$ cat config.mk
export PLATFORM = sky130hd
export DESIGN_NAME = iteration_pixel_writer
export DESIGN_NICKNAME = d
export VERILOG_FILES = /design/src/rtl/iteration_pixel_writer_pkg.sv /design/src/rtl/iteration_pixel_writer_palette_rom.sv /design/src/rtl/iteration_pixel_writer.sv
export SDC_FILE = /design/constraint.sdc
export NUM_CORES = 1
export LEC_CHECK = 0
export ABC_AREA = 1
export BUFFER_PORTS_ARGS = -buffer_cell sky130_fd_sc_hd__buf_4
export CORE_MARGIN = 3
export CORE_UTILIZATION = 45
export CTS_CLUSTER_SIZE = 40
export DETAILED_ROUTE_END_ITERATION = 12
export GPL_TIMING_DRIVEN = 0
export PLACE_DENSITY = 0.7
export SLEW_MARGIN = 10
export SYNTH_ARGS = -nofsm -noshare
export SYNTH_HDL_FRONTEND = slang
export SYNTH_HIERARCHICAL = 1
export SYNTH_SLANG_ARGS = --single-unit
$ cat constraint.sdc
create_clock -name CLK -period 2.8 [get_ports CLK]
set_input_delay 0.28 -clock CLK [delete_from_list [all_inputs] [get_ports CLK]]
set_output_delay 0.28 -clock CLK [all_outputs]
set_load 0.01 [all_outputs]
$ cat src/rtl/iteration_pixel_writer_pkg.sv
// Shared types and constants for the iteration pixel writer: FSM encoding,
// colour and pixel-address widths, and the palette generator used by the ROM.
package iteration_pixel_writer_pkg;

    typedef enum logic [2:0] {
        ST_IDLE    = 3'd0,
        ST_REQ     = 3'd1,
        ST_CAPTURE = 3'd2,
        ST_WRITE   = 3'd3,
        ST_FRAME   = 3'd4
    } state_e;

    localparam int unsigned       RGB_W        = 24;
    localparam int unsigned       PIX_AW       = 21;
    localparam logic [RGB_W-1:0]  COLOUR_BLACK = '0;
    localparam logic [RGB_W-1:0]  SAT_MAX      = '1;

    // Fixed palette: bands hue bits so neighbouring iteration counts stay distinguishable.
    function automatic logic [RGB_W-1:0] palette_entry(input logic [7:0] idx);
        logic [7:0] r;
        logic [7:0] g;
        logic [7:0] b;
        r = {idx[3:0], idx[7:4]};
        g = ~idx;
        b = idx ^ 8'h5A;
        return {r, g, b};
    endfunction

endpackage

$ cat src/rtl/iteration_pixel_writer_palette_rom.sv
// 256-entry registered palette ROM (one cycle read latency); only built when
// MANDEL_PALETTE_LUT_EN is defined.
`ifdef MANDEL_PALETTE_LUT_EN
module mandel_palette_rom
    import iteration_pixel_writer_pkg::*;
(
    input  logic             clk,
    input  logic [7:0]       addr_i,
    output logic [RGB_W-1:0] rgb_o
);

    logic [RGB_W-1:0] rgb_q;

    always_ff @(posedge clk) begin
        rgb_q <= palette_entry(addr_i);
    end

    assign rgb_o = rgb_q;

endmodule
`endif

$ cat src/rtl/iteration_pixel_writer.sv
// Pulls SET_SIZE iteration words per engine handshake and writes them as RGB888 pixels.
// MANDEL_PALETTE_LUT_EN selects the registered palette ROM instead of greyscale.
module iteration_pixel_writer
    import iteration_pixel_writer_pkg::*;
#(
    parameter int unsigned HBI      = 32,
    parameter int unsigned SET_SIZE = 1,
    parameter int unsigned MAX_ITER = 255
) (
    input  logic              CLK,
    input  logic              SYS_RESET_N,
    input  logic              render_reset,
    input  logic [PIX_AW-1:0] total_pixels,
    input  logic              eng_ready,
    input  logic [HBI-1:0]    eng_data,
    input  logic              eng_frame_ready,
    output logic              send_data,
    output logic              clear_frame,
    output logic [PIX_AW-1:0] mem_addr,
    output logic [RGB_W-1:0]  mem_wdata,
    output logic              mem_we,
    input  logic              mem_ack,
    output logic              frame_done,
    output logic [PIX_AW-1:0] pixel_count
);

    localparam int unsigned      IDX_W    = (SET_SIZE > 1) ? $clog2(SET_SIZE) : 1;
    localparam logic [IDX_W-1:0] LAST_IDX = IDX_W'(SET_SIZE - 1);
    localparam int unsigned      EXT_W    = (HBI > RGB_W) ? HBI : RGB_W;

    function automatic logic [RGB_W-1:0] saturate(input logic [HBI-1:0] it);
        logic [EXT_W-1:0] ext;
        ext = EXT_W'(it);
        return (ext > EXT_W'(SAT_MAX)) ? SAT_MAX : ext[RGB_W-1:0];
    endfunction

    state_e            state_q, state_d;
    logic [IDX_W-1:0]  idx_q, idx_d;
    logic [PIX_AW-1:0] pix_q, pix_d, pix_inc;
    logic [HBI-1:0]    buf_q [SET_SIZE];
    logic [HBI-1:0]    buf_d [SET_SIZE];
    logic              frame_pulse_q, frame_pulse_d;

    logic [RGB_W-1:0]  sat_cur;
    logic [RGB_W-1:0]  base_colour;
    logic [RGB_W-1:0]  colour;
    logic              in_set;
    logic              colour_ready;

    assign pix_inc = pix_q + PIX_AW'(1);
    assign sat_cur = saturate(buf_q[idx_q]);
    assign in_set  = 32'(sat_cur) >= 32'(MAX_ITER);

`ifdef MANDEL_PALETTE_LUT_EN
    logic [RGB_W-1:0] rom_sat;
    logic [7:0]       rom_addr;
    logic [RGB_W-1:0] lut_rgb;
    logic             lut_ok_q;

    // ROM is addressed with the next entry so only the first entry of a set pays the read latency.
    assign rom_sat  = saturate(buf_q[idx_d]);
    assign rom_addr = rom_sat[7:0];

    mandel_palette_rom u_palette_rom (
        .clk    (CLK),
        .addr_i (rom_addr),
        .rgb_o  (lut_rgb)
    );

    always_ff @(posedge CLK or negedge SYS_RESET_N) begin
        if (!SYS_RESET_N) begin
            lut_ok_q <= 1'b0;
        end else begin
            lut_ok_q <= (state_q == ST_WRITE) && (state_d == ST_WRITE);
        end
    end

    assign base_colour  = lut_rgb;
    assign colour_ready = lut_ok_q;
`else
    assign base_colour  = {3{sat_cur[7:0]}};
    assign colour_ready = 1'b1;
`endif

    assign colour = in_set ? COLOUR_BLACK : base_colour;

    always_ff @(posedge CLK or negedge SYS_RESET_N) begin
        if (!SYS_RESET_N) begin
            state_q       <= ST_IDLE;
            idx_q         <= '0;
            pix_q         <= '0;
            buf_q         <= '{default: '0};
            frame_pulse_q <= 1'b0;
        end else begin
            state_q       <= state_d;
            idx_q         <= idx_d;
            pix_q         <= pix_d;
            buf_q         <= buf_d;
            frame_pulse_q <= frame_pulse_d;
        end
    end

    always_comb begin
        state_d       = state_q;
        idx_d         = idx_q;
        pix_d         = pix_q;
        buf_d         = buf_q;
        frame_pulse_d = 1'b0;
        send_data     = 1'b0;
        mem_we        = 1'b0;

        unique case (state_q)
            ST_IDLE: begin
                if (eng_ready) begin
                    state_d = ST_REQ;
                end
            end
            ST_REQ: begin
                send_data = 1'b1;
                idx_d     = '0;
                state_d   = ST_CAPTURE;
            end
            ST_CAPTURE: begin
                buf_d[idx_q] = eng_data;
                if (idx_q == LAST_IDX) begin
                    idx_d   = '0;
                    state_d = ST_WRITE;
                end else begin
                    idx_d = idx_q + IDX_W'(1);
                end
            end
            ST_WRITE: begin
                // Entries past the frame end are dropped by leaving the set early.
                if (pix_q >= total_pixels) begin
                    idx_d   = '0;
                    state_d = ST_FRAME;
                end else if (colour_ready) begin
                    mem_we = 1'b1;
                    if (mem_ack) begin
                        pix_d = pix_inc;
                        if ((idx_q == LAST_IDX) || (pix_inc >= total_pixels)) begin
                            idx_d   = '0;
                            state_d = (pix_inc >= total_pixels) ? ST_FRAME : ST_IDLE;
                        end else begin
                            idx_d = idx_q + IDX_W'(1);
                        end
                    end
                end
            end
            ST_FRAME: begin
                if (eng_frame_ready) begin
                    frame_pulse_d = 1'b1;
                    pix_d         = '0;
                    state_d       = ST_IDLE;
                end
            end
            default: begin
                state_d = ST_IDLE;
            end
        endcase

        if (render_reset) begin
            state_d       = ST_IDLE;
            idx_d         = '0;
            pix_d         = '0;
            buf_d         = '{default: '0};
            frame_pulse_d = 1'b0;
        end
    end

    assign mem_addr    = mem_we ? pix_q : '0;
    assign mem_wdata   = mem_we ? colour : '0;
    assign clear_frame = frame_pulse_q;
    assign frame_done  = frame_pulse_q;
    assign pixel_count = pix_q;

endmodule

---- After elaboration in Yosys (flattened, before gate mapping) ----
Cells that the tools add are included.
word-level totals
  register bits after elaboration ......... 58
  bits of input ports ..................... 59
  output and inout port bits .............. 70
  logic and storage cells ................. 69
operators by class
  add/subtract/negate cells ............... 2
  order comparisons ....................... 6
  eq/ne operators ......................... 11
  muxes and demuxes ....................... 35
  bitwise operators ....................... 1
  reduce and logical (&&, ||, !) cells .... 9
operator list
  operator               number
  $mux 32                4
  $mux 21                5
  $mux 24                3
  $ge 21x21->1           2
  $pmux 21 s2            1
  $bwmux 32              1
  $gt 32x24->1 const B   1
  $ge 24x8->1 const B    1
  $mux 3                 8
  $add 21x1->21 const B  1
  $ne 3x3->1 const B     5
  $pmux 3 s5             1
  $mux 1                 11
  $ne 4x4->1 const B     2
  $eq 3x2->1 const B     2
  $reduce_and 5->1       1
  $reduce_and 4->1       1
  $reduce_bool 4->1      1
  $eq 3x1->1 const B     1
  $eq 3x3->1 const B     1
  $logic_not 3->1        1
  $pmux 1 s3             1
  $reduce_bool 3->1      1
  $reduce_and 2->1       1
  other kinds (7)        7

---- Logic depth before layout (Yosys ltp) ----
  depth in word-level cells ............... 8
  gate-level depth with buffers ........... 23
  depth with buffers taken out ............ 23

---- Least setup slack after synthesis ----
No wires, ideal clock.
  path kind ............................... reg-to-reg
  from .................................... reg pix_q[0] (netlist: pixel_count[0])
  to ...................................... reg state_q[1]
  setup time .............................. 0.117 ns
  arrival ................................. 2.520 ns
  required time ........................... 2.683 ns
  path slack .............................. 0.164 ns
  cell stages (with the launch flop) ...... 21
  buffers on the path ..................... 0
  period minus slack after synthesis ...... 2.636 ns
  cells stage by stage .................... dfrtp_1 > ha_1 > nand3_1 > nor2_1 > nand3b_1 > nor2_1 > xor2_1 > inv_1 > ha_1 > nand2_1 > inv_1 > nand2_1 > nand2_1 > a21oi_1 > nand2_1 > inv_1 > nand2_1 > nor2_1 > nand2_1 > nand3_1 > nand2_1
between the ends
  word-level cells in the longest chain between the ends .. 5
  elaborated cells between the ends (all ways) .. 10
  those cells by class .................... add/sub (1); order compare (2); eq/ne (2); mux (3); reduce/logical (2)
RTL lines
  what                        RTL line                       text
  from (decl)                 iteration_pixel_writer.sv:39   logic [PIX_AW-1:0] pix_q, pix_d, pix_inc;
  from (signal assigned)      iteration_pixel_writer.sv:97   pix_q <= pix_d;
  $add 21x1->21               iteration_pixel_writer.sv:50   assign pix_inc = pix_q + PIX_AW'(1);
  $ge 21x21->1                iteration_pixel_writer.sv:141  if ((idx_q == LAST_IDX) || (pix_inc >= total_pixels)) begin
  $logic_or 1x1->1            iteration_pixel_writer.sv:141
  $ne 4x4->1 (no line)        -
  $reduce_and 5->1 (no line)  -
  to (signal assigned)        iteration_pixel_writer.sv:95   state_q <= state_d;
  to (decl)                   iteration_pixel_writer.sv:37   state_e state_q, state_d;
Parallel ways exist; a longest one is shown, timed or not.
A chain may end at the register's enable or synchronous reset.

---- Final worst setup path ----
  from .................................... reg pix_q[7] (netlist: pixel_count[7])
  to ...................................... reg state_q[2]
between the ends
  word-level cells in the longest chain between the ends .. 8
  elaborated cells between the ends (all ways) .. 13
  those cells by class .................... add/sub (1); order compare (2); eq/ne (2); mux (6); reduce/logical (2)
RTL lines
  what           RTL line                                                      text
  $add 21x1->21  iteration_pixel_writer.sv:50
  $ge 21x21->1   iteration_pixel_writer.sv:141, iteration_pixel_writer.sv:143
  $mux 3         iteration_pixel_writer.sv:143                                 state_d = (pix_inc >= total_pixels) ? ST_FRAME : ST_IDLE;
  $mux 3         iteration_pixel_writer.sv:141
  $mux 3         iteration_pixel_writer.sv:139                                 if (mem_ack) begin
  $mux 3         iteration_pixel_writer.sv:134                                 if (pix_q >= total_pixels) begin
  $pmux 3 s5     iteration_pixel_writer.sv:112                                 unique case (state_q)
  $mux 3         iteration_pixel_writer.sv:162                                 if (render_reset) begin
Parallel ways exist; a longest one is shown, timed or not. The select of a mux whose other input is x is not followed.

==> run summary <==
Status -> complete, but fails checks
Violated checks -> hold timing, setup timing
Distinct cell type count after synthesis -> 30
Final nets -> 994
Cells after DPL -> 957
Slowest-stage cell, CP -> dfrtp_2
Area post-placement -> 5830 um2
Synth cell count leaders -> 165 x inv_1, 155 x nand2_1, 76 x nor2_1
Area leader, netlist -> dfrtp_1
Drt drc -> 0
Final worst setup slack -> -0.0567 ns
CP delay by family, top -> simple AND/OR/NAND/NOR gates
Endpoint type of the worst setup path -> flop
WHS -> -0.0200 ns
Min Tclk post-route -> 2.86 ns
CP peak stage delay -> 0.48 ns
Worst VDD drop -> 0.000329 V
Placer Congestion -> 0.943
WL/cell -> 15.7 um
Number of flops mapped to enable cells by yosys -> 0
CTS tree -> done
Worst Max-Slew Pin Slew -> 0.757 ns
Pwr dens -> 361 nW/um2
Async SR Flop Fraction -> 100%
Mapped Area -> 4700 um2
Drt total wl -> 16200 um
Req. time, crit path -> 3.03 ns
H-tree depth -> 3
TritonRoute pass-1 iters -> 5
TritonCTS Buffers -> 9
Final Hold Fails -> 5
Final period util -> 102%
Register area share after synthesis -> 30.9%
Clk buf depth -> 2
RSZ-0062 raised after global routing -> true
Buffers on Ports -> 128
First-pass GRT wire length -> 23100 um
Die width -> 108 um
Fraction of layout cells with a size suffix above 1 -> 38.5%
Sw power -> 913 uW
Mean post-synth cell area -> 6.75 um2
Final max-slew violation count -> 0
Yosys top cell area share -> 30.9%
Synthesis-stage register bit count -> 58
# diodes -> 0
Initial antenna violation count -> 0
Int Pwr -> 1.66 mW
Setup violations, final -> 3
Antenna-violating nets left -> 0
Clock-pin slew on the worst setup and hold paths -> 0.08 ns
Crit. path cell count -> 20
Fmax -> 0.350 GHz
Die ar. -> 11700 um2
Switching fraction of total power -> 35.5%
Post-Synthesis Cells -> 696
Post-CTS Hold Buffers -> 0
Reg2reg path depth -> 20
Cell Chain, Critical Path -> nand2_2, nor3_4, nand4_1, buf_4, nor2_1, nand2_1, nand2_2, ha_4, nand2_1, nand2_1, nand2_1, nand2_1, a21oi_2, nand2_1, inv_1, nand2_1, nor2_2, nand2_2, nand3_1, nand2_1
Comb power frac -> 31.3%
Iteration-0 DRC Markers -> 350
Clk_lat worst skew -> 0.35 ns
Max Cap Viol -> 0
Crit path DAT -> 3.09 ns
Finished Cell Area -> 7120 um2
Clock Tree Root -> clkbuf_8
Leak Pwr -> 4.01 nW
Hold Path Class -> in2async
Core Area -> 9950 um2
Synth warn -> 6
Crit path max fanout -> 6
Startpoint types -> flop
Critical path class -> reg2reg
Post-Layout Cell Count -> 1030
Number of vias per cell -> 5.13
GRT overflow -> 0
Area delta synth->final -> 51.6%
Clock Power Share -> 31.8%
Reg power frac -> 36.9%
CTS sink count -> 58
Vias in the first global route -> 4773
Starting density of the core -> 47.2%
Net Count, Synth -> 798
Pin count of the biggest net entering global routing -> 59
Die Height -> 108 um
Post-synth top flop -> dfrtp_1
DP HPWL -> 10800 um
I/O pin count -> 129
Cells taking the most area after synthesis -> dfrtp_1 31%, inv_1 13%, nand2_1 12%
Gr usage total -> 24.8%
Routed vias -> 5286
Fin Clk Skew -> 0.0107 ns
Count leader, synth -> inv_1
Max_slew headroom -> 49.5%
Num rows -> 36
CP most frequent cell -> nand2_1
CP Buf/Inv Count -> 2
-- state kept, by name, summed over array words and instances (netlist names) --
signal / count
state_q: 3
idx_q: 1
pixel_count: 21
clear_frame: 1
buf_q: 32
-- layout by cell type (no fill, tap or decap), drive strengths merged --
cell / synthesis / layout
a21o: 2 / 2
a21oi: 14 / 14
a311oi: 1 / 1
buf: 27 / 212
bufinv: 0 / 1
clkbuf: 8 / 18
clkinv: 0 / 2
clkinvlp: 0 / 3
dfrtp: 58 / 58
ha: 43 / 43
inv: 170 / 170
nand2: 160 / 160
nand3: 45 / 45
nand3b: 1 / 1
nand4: 13 / 13
nor2: 79 / 79
nor3: 18 / 18
nor3b: 1 / 1
nor4: 5 / 5
o21ai: 7 / 7
o22ai: 32 / 32
xor2: 12 / 12
-- cells by family (layout without fill, tap and decap cells) --
logic type               after synthesis  count (layout)  synth area share, %
AND/OR/NAND/NOR                      322             322                 29.6
flip-flops                            58              58                 30.9
buffers and inverters                205             406                 18.7
XOR/XNOR                              12              12                 2.24
AO/OA/AOI/OAI                         56              56                 7.16
adder cells (fa/ha/maj)               43              43                 11.4
-- cell type report --
class	count	area, um2
plain buffers	34	250
clock inverters	6	66.3
fillers	766	2830
repair buffers	186	1460
flip-flops and latches	58	1480
clock buffers	10	138
multi-input cells	433	2920
well taps	133	166
inverters	170	643
-- final timing paths --
kind                           startpoint             end  slack (ns)
setup / recovery           pixel_count[7]      state_q[2]       -0.06
hold / removal                SYS_RESET_N        buf_q[0]       -0.02
setup reg to reg           pixel_count[7]      state_q[2]       -0.06
hold reg to reg                 buf_q[16]       buf_q[16]        0.52
max in group asynchronous     SYS_RESET_N  pixel_count[0]        2.24
min in group CLK             render_reset     clear_frame        0.14
-- metal layers --
metal,part of all wire [%],vias to the layer above,wire (um),global-route usage (%)
li1,-,2534,-,-
met1,40,2482,6550,34.1
met2,50,223,8020,40.0
met3,7.0,47,1140,3.70
met4,3.0,0,480,8.30
met5,0,-,0,0
-- timing repair --
action	CTS	global route
pin swaps	7	40
setup buffers	24	34
resized for setup	48	94
setup endpoints to repair	27	49
-- power groups by stage --
stage                     sequential [mW]  clock [mW]  combinational [mW]
final                               0.948       0.818               0.805
after global routing                0.955       0.868               0.883
after CTS                           0.937       0.829               0.700
after detailed placement            0.963           0               0.573
after global placement              0.960           0               0.557
after floorplan                     0.954           0               0.351
-- per-stage QoR --
stage | worst slack (ns) | TNS [ns] | util [%] | power (mW)
3_5_place_dp | -0.490 | -1.44 | 58.5 | 1.54
6_report | -0.0567 | -0.157 | 71.6 | 2.57
3_3_place_gp | -0.409 | -1.22 | 58.5 | 1.52
2_1_floorplan | 0.164 | 0 | - | 1.31
5_1_grt | -0.201 | -1.43 | 71.6 | 2.71
4_1_cts | 0.00176 | 0 | 64.2 | 2.47
Note: power is estimated with default switching activity, not from simulation.
